==> src/rtl/cache_pmem_arbiter.sv <==
// Round-robin arbiter sharing one physical-memory cacheline port between
// the instruction cache and the data cache, with saturating grant counters.
module cache_pmem_arbiter #(
  parameter int unsigned ADDR_WIDTH = 32,
  parameter int unsigned LINE_WIDTH = 256,
  parameter int unsigned CNT_WIDTH  = 16
) (
  input  logic                  clk,
  input  logic                  rst_n,
  input  logic                  i_read,
  input  logic [ADDR_WIDTH-1:0] i_address,
  output logic [LINE_WIDTH-1:0] i_rdata,
  output logic                  i_resp,
  input  logic                  d_read,
  input  logic                  d_write,
  input  logic [ADDR_WIDTH-1:0] d_address,
  input  logic [LINE_WIDTH-1:0] d_wdata,
  output logic [LINE_WIDTH-1:0] d_rdata,
  output logic                  d_resp,
  output logic                  mem_read,
  output logic                  mem_write,
  output logic [ADDR_WIDTH-1:0] mem_address,
  output logic [LINE_WIDTH-1:0] mem_wdata,
  input  logic [LINE_WIDTH-1:0] mem_rdata,
  input  logic                  mem_resp,
  output logic [CNT_WIDTH-1:0]  i_grant_cnt,
  output logic [CNT_WIDTH-1:0]  d_grant_cnt
);

  typedef enum logic [1:0] {IDLE, SERVE_I, SERVE_D, DONE} state_t;

  state_t               r_state;
  state_t               w_next;
  logic                 r_last_d;
  logic [CNT_WIDTH-1:0] r_i_cnt;
  logic [CNT_WIDTH-1:0] r_d_cnt;
  logic                 w_req_i;
  logic                 w_req_d;
  logic                 w_grant_i;
  logic                 w_grant_d;

  assign w_req_i   = i_read;
  assign w_req_d   = d_read | d_write;
  // When both request, the side not served last wins.
  assign w_grant_d = w_req_d & (~w_req_i | ~r_last_d);
  assign w_grant_i = w_req_i & ~w_grant_d;

  assign i_rdata     = mem_rdata;
  assign d_rdata     = mem_rdata;
  assign i_grant_cnt = r_i_cnt;
  assign d_grant_cnt = r_d_cnt;

  always_ff @(posedge clk) begin
    if (!rst_n) begin
      r_state  <= IDLE;
      r_last_d <= 1'b0;
      r_i_cnt  <= '0;
      r_d_cnt  <= '0;
    end else begin
      r_state <= w_next;
      if (r_state == IDLE) begin
        if (w_grant_d)      r_last_d <= 1'b1;
        else if (w_grant_i) r_last_d <= 1'b0;
      end
      if (r_state == SERVE_I && mem_resp && r_i_cnt != '1)
        r_i_cnt <= r_i_cnt + CNT_WIDTH'(1);
      if (r_state == SERVE_D && mem_resp && r_d_cnt != '1)
        r_d_cnt <= r_d_cnt + CNT_WIDTH'(1);
    end
  end

  always_comb begin
    w_next      = r_state;
    mem_read    = 1'b0;
    mem_write   = 1'b0;
    mem_address = '0;
    mem_wdata   = '0;
    i_resp      = 1'b0;
    d_resp      = 1'b0;
    case (r_state)
      IDLE: begin
        if (w_grant_d)      w_next = SERVE_D;
        else if (w_grant_i) w_next = SERVE_I;
      end
      SERVE_I: begin
        mem_read    = 1'b1;
        mem_address = i_address;
        i_resp      = mem_resp;
        if (mem_resp) w_next = DONE;
      end
      SERVE_D: begin
        // A simultaneous read and write issues only the writeback.
        mem_read    = d_read & ~d_write;
        mem_write   = d_write;
        mem_address = d_address;
        mem_wdata   = d_wdata;
        d_resp      = mem_resp;
        if (mem_resp) w_next = DONE;
      end
      DONE:    w_next = IDLE;
      default: w_next = IDLE;
    endcase
  end

endmodule
==> config.mk <==
export PLATFORM = sky130hd
export DESIGN_NAME = cache_pmem_arbiter
export DESIGN_NICKNAME = d
export VERILOG_FILES = /design/src/rtl/cache_pmem_arbiter.sv
export SDC_FILE = /design/constraint.sdc
export NUM_CORES = 1
export LEC_CHECK = 0
export BUFFER_PORTS_ARGS = -buffer_cell sky130_fd_sc_hd__buf_2
export CORE_AREA = 2 2 549 551
export DETAILED_ROUTE_END_ITERATION = 8
export DIE_AREA = 0 0 551 553
export SLEW_MARGIN = 20
export SYNTH_ARGS = -nofsm -noshare
export SYNTH_HDL_FRONTEND = slang
export SYNTH_SLANG_ARGS = --single-unit
==> constraint.sdc <==
create_clock -name clk -period 5.9 [get_ports clk]
set_clock_uncertainty 0.1 [all_clocks]
set_input_delay 0.295 -clock clk [delete_from_list [all_inputs] [get_ports clk]]
set_output_delay 0.295 -clock clk [all_outputs]
set_load 0.02 [all_outputs]
[Word-level counts from Yosys, hierarchy flattened]
Index checks and enable logic that the tools add are counted.
Storage, ports and cells
  register bits: 35
  input bits: 582
  output and inout bits: 836
  logic and storage cells: 43
Cells by class
  add/subtract/negate cells: 2
  eq/ne operators: 7
  muxes and demuxes: 12
  bitwise logic cells: 9
  reduce and logical (&&, ||, !) cells: 9
Operator list (number)
  256-bit two-way mux: 1
  32-bit case mux with 2 select lines: 1
  16-bit by 1-bit adder with 16-bit output (second input constant): 2
  16-bit != test (second input constant): 2
  2-bit two-way mux: 3
  2-bit case mux with 3 select lines: 1
  1-bit two-way mux: 5
  2-bit == test (second input constant): 2
  1-bit logical AND: 4
  1-bit inverter: 4
  2-bit AND reduction: 2
  1-bit bitwise AND: 3
  3-bit != test (second input constant): 1
  2-bit by 1-bit == test with 1-bit output (second input constant): 1
  2-bit logical NOT: 1
  2-bit by 1-bit != test with 1-bit output (second input constant): 1
  1-bit bitwise OR: 2
  1-bit case mux with 2 select lines: 1
  2-bit nonzero test: 1
  2-bit OR reduction: 1

[Logic depth before layout (Yosys ltp)]
  depth in word-level cells: 8
  gate-level depth with buffers: 8
  depth with buffers taken out: 7

[Least setup slack after synthesis]
No wires, ideal clock.
  path type: flip-flop to flip-flop
  start point: register r_state[0]
  end point: register r_d_cnt[15], in the netlist d_grant_cnt[15]
  arrival: 1.889 ns
  path slack: 3.840 ns
  stages on the path, launching flop included: 9
  path buffers: 2
  path through: dfxtp_1 inv_1 ha_1 clkbuf_1 and2_1 nand3_1 clkbuf_1 or4_1 a21oi_1
On the way
  word-level cells in the longest chain between the ends: 3
RTL lines
  start: declaration: line 32  | state_t r_state;
  start signal: assignment: line 60  | r_state <= w_next;
  2-bit == test: line 67  | if (r_state == SERVE_D && mem_resp && r_d_cnt != '1)
  1-bit logical AND (2 in series): line 67
  end signal: assignment: line 68  | r_d_cnt <= r_d_cnt + CNT_WIDTH'(1);
  end: declaration: line 36  | logic [CNT_WIDTH-1:0] r_d_cnt;
No other way between the ends.
A chain may end at the register's enable or synchronous reset.

[Worst setup path in the final report]
  start point: register r_state[0]
  end point: output port mem_wdata[105]
On the way
  word-level cells in the longest chain between the ends: 2
RTL lines
  2-bit == test: line 80  | case (r_state)
  256-bit two-way mux: line 80
  end: declaration: line 23  | output logic [LINE_WIDTH-1:0] mem_wdata,
No other way between the ends.

==> summary.md <==
The startpoint of the tightest hold check path was i_read. Prevailing post-synth register cell: dfxtp_1. After clock tree synthesis, the clock-pin slew on the worst setup and hold paths is 0.07 ns. The synthesized area per cell was 7.20 sq um. Final critical path time including I/O delays and setup: 3.09 ns. By count the netlist is led by 512 x buf_4, 258 x and2_1, 46 x clkbuf_1. The logs give 1789 for the number of nets in the layout and 41 for the number of library cell types mapped by synthesis. In the final layout, the share of cells above drive strength 1 is 56.2%.

The iteration count of the initial detailed-routing pass is 5. The initial antenna violation count came out at 202. The run finished with clean final reports. Summing every instance area after synthesis gives 7910 sq um. The startpoint of the lowest-slack register-to-register path was r_state[0]$_SDFFE_PN0P_. Summing the areas of all fa, ha and maj instances in the mapped netlist gives 0.949% of the synthesized area.

Summing all non-filler instances in the final layout gives an area of 12500 sq um. The run gives 323 MHz as the maximum achievable frequency. Complex-gate fraction of the synthesized area: 7.58%. For the pin with the worst max-slew slack, the measured transition is 1.04 ns. The share of synthesized area spent on multiplexers came out at 1.01%.

The number of sinks on the clock net is 35. The portion of synthesized cell area occupied by the leading cell type works out to 48.6%. The logs give 118 for the pin count of the biggest net entering global routing and 210 mm for the aggregate routed wire length.

Of all nets on the critical path, the largest fanout is 109. The power density of the placed cells is 278 nW/um^2. The post-detailed-route wirelength per cell works out to 40.2 microns. The wire-length estimate of the detail-placed layout is 202 mm. By area, the combinational part of the netlist is dominated by buffers and inverters.

Across every metal layer, demand over resource in global routing totals 13.2%. The run gives 0 as the post-CTS setup repair buffer count. The Yosys step of the flow raised 0 warnings. The run gives 2.70 ns as the data arrival time of the critical path. The quantity of gates resized following cts came out at 0. The H-tree was split into 2 levels.

Worst reg2reg path depth: 6. CTS placed an instance of clkbuf_16 at the clock tree root. The xor and xnor area share after synthesis is 0.111%. The worst hold path terminates at r_last_d$_SDFFE_PN0P_.

The worst-case IR drop observed on VDD is 0.000185 V. For this block, the initial DRC count from the detailed router was 601. Once detail routing completed, the nets flagged for antenna violations numbered 0. The tools report the clock latency at the later pin of the worst-skew pair as 0.33 ns.

From synthesis to final layout, the design area changed by 58.2%. Buffers inserted during clock tree synthesis total 5. In the routed layout, each cell is associated on average with a via count of 1.72. The fraction of synthesis flops using an asynchronous set or reset pin was 0%. The worst setup path is captured at an output port.

The worst register-to-register path has a setup slack of 3.02 ns. The cell type contributing the most total cell area after synthesis is buf_4. The die is 553 microns tall. The tools report the number of hold buffers added after CTS as 0. After Yosys synthesis, and, or, nand and nor cells account for 30.1% of the synthesized area. In this run the deepest clock path goes through 2 buffers. By area the synthesized netlist is led by buf_4 49%, and2_1 20%, dfxtp_1 8.9%. TritonCTS built the clock tree. The worst setup path is launched from a flop. Among all cell types in the netlist, the one instantiated most often is buf_4. Post-place instance area: 12200 sq um.

Setup repair after global routing left no endpoint under its margin. For the final weighted congestion of routability-driven global placement, the log shows 0.928. The cell depth of the worst min-delay path was 2; the via count of the routed design was 8962. The hold violation count in the final report is 0, and the remaining global-route overflow is 0. The floorplan step defined a die boundary enclosing 305000 sq um. The filler cells instantiated in the layout total 35700. The run gives 0 as the number of DRC violations after detailed routing. The number of buffers added on ports is 649. For this configuration, the core starts out at a cell density of 2.65%.

Setup total negative slack on the finished layout was measured at 0 ns. The row count was 201; the via count of the first global-routing pass was 8084. Headroom to the max-slew limit came out at 30.6%.

The tools report the number of top-level pins as 1418. Sequential elements use 8.86% of the synthesized area. Summed over all cells, the static leakage comes to 4.54 nW. The number of nets produced by synthesis is 1686. Counting every instance in the synthesized netlist gives 1098.

The floorplan step defined a core boundary enclosing 299000 sq um. The final clock period utilization by the worst path works out to 52.4%. Data on the critical path is required at its endpoint by 5.51 ns.

The tool flagged a number of max-cap violations equal to 0. The worst setup path is of the reg -> out kind. The run gives 0 as the number of endpoints failing setup at the final stage.

The path class of the lowest-slack min-delay path was in -> reg. The synthesized design contains 0 enable-type register cells. The wire length of the first global-routing pass is 228 mm. The reg-to-reg critical path endpoint was d_grant_cnt[5]$_SDFFE_PN0P_. Synthesized flop and latch total: 35.

The total count of max-transition violations in the final report is 0, and the die extent in x is 551 microns.
==> power by group <==
| group | internal (mW) | switching, mW | leakage (nW) |
|---|---|---|---|
| clock | 0.212 | 0.149 | 0.0872 |
| combinational | 0.815 | 2.04 | 4.17 |
| sequential | 0.248 | 0.0130 | 0.283 |
| total | 1.27 | 2.20 | 4.54 |
==> per-stage QoR <==
step | utilization (%) | instances | worst slack, ns | power, mW | hold WS [ns]
final | 4.19 | 5222 | 2.81 | 3.47 | 0.116
after detailed placement | 4.07 | 5152 | 2.94 | 3.22 | 0.376
after floorplan | - | 1098 | 3.84 | 2.21 | 0.313
after CTS | 4.13 | 5160 | 2.73 | 3.60 | 0.0865
after global routing | 4.15 | 5182 | 2.60 | 3.70 | 0.0995
after global placement | 4.07 | 5152 | 2.96 | 3.21 | 0.363
==> worst max-delay path by stage <==
stage / startpoint / to / depth (start not counted) / slack, ns
6_report: r_state[0]$_SDFFE_PN0P_ / mem_wdata[105] / 5 / 2.81
5_1_grt: r_state[0]$_SDFFE_PN0P_ / mem_wdata[29] / 5 / 2.60
4_1_cts: r_state[0]$_SDFFE_PN0P_ / mem_wdata[29] / 5 / 2.73
3_5_place_dp: r_state[0]$_SDFFE_PN0P_ / d_grant_cnt[5]$_SDFFE_PN0P_ / 6 / 2.94
3_3_place_gp: r_state[0]$_SDFFE_PN0P_ / d_grant_cnt[3]$_SDFFE_PN0P_ / 6 / 2.96
2_1_floorplan: r_state[0]$_SDFFE_PN0P_ / d_grant_cnt[15]$_SDFFE_PN0P_ / 8 / 3.84
==> state kept, by name (all words and copies together), names as in the netlist <==
register	flops
d_grant_cnt	16
i_grant_cnt	16
r_last_d	1
r_state	2
==> cell families (layout without fill, tap and decap cells) <==
| logic type | after synthesis | in the layout |
|---|---|---|
| buffers and inverters | 571 | 675 |
| AOI/OAI and AO/OA | 87 | 87 |
| and+or+nand+nor | 390 | 390 |
| adders and majority gates | 6 | 6 |
| muxes | 8 | 8 |
| DFF | 35 | 35 |
| xor gates and xnor gates | 1 | 1 |
| other | 0 | 62 |
==> worst max-delay path, stage by stage (launching register included) <==
cell and delay [ns]:
dfxtp_1 0.33, inv_1 0.16, ha_4 0.51, buf_4 0.67
and2_1 0.29, buf_2 0.18
==> cell usage in the layout (no fill, tap or decap), types with 3 or more instances in the layout <==
master and instances:
nor2b_1 34, inv_1 11, nor2_1 13, and2_1 258, buf_4 6, a21oi_1 21, diode_2 62, clkbuf_16 5
nand4_1 8, nor3_1 5, nand2_1 23, a22oi_1 32, or3_1 6, or4_1 11, dfxtp_1 35, buf_2 649
o21a_1 3, o31ai_1 10, nand3_1 9, ha_2 3, o41ai_1 4, o21ai_0 6, mux2i_1 8, o311ai_0 3
nand2b_1 7
==> layout make-up <==
cell class | count | area, sq um | share of cell area, %
multi-input combinational | 492 | 3180 | 25.4
tap | 3958 | 4950 | 39.6
timing repair buffer | 656 | 3310 | 26.5
antenna | 62 | 155 | 1.24
inverter | 11 | 41.3 | 0.330
clock buffer | 6 | 139 | 1.11
sequential | 35 | 701 | 5.60
clock inverter | 2 | 35.0 | 0.280
==> layer usage <==
layer / vias to the layer above / routed length, microns / GRT usage, %
met5: - / 969 / 0
met4: 150 / 9460 / 4.74
met3: 524 / 73400 / 21.9
met2: 1504 / 81600 / 18.5
met1: 3498 / 44600 / 7.92
li1: 3286 / - / -
(Power assumes the default switching activity.)
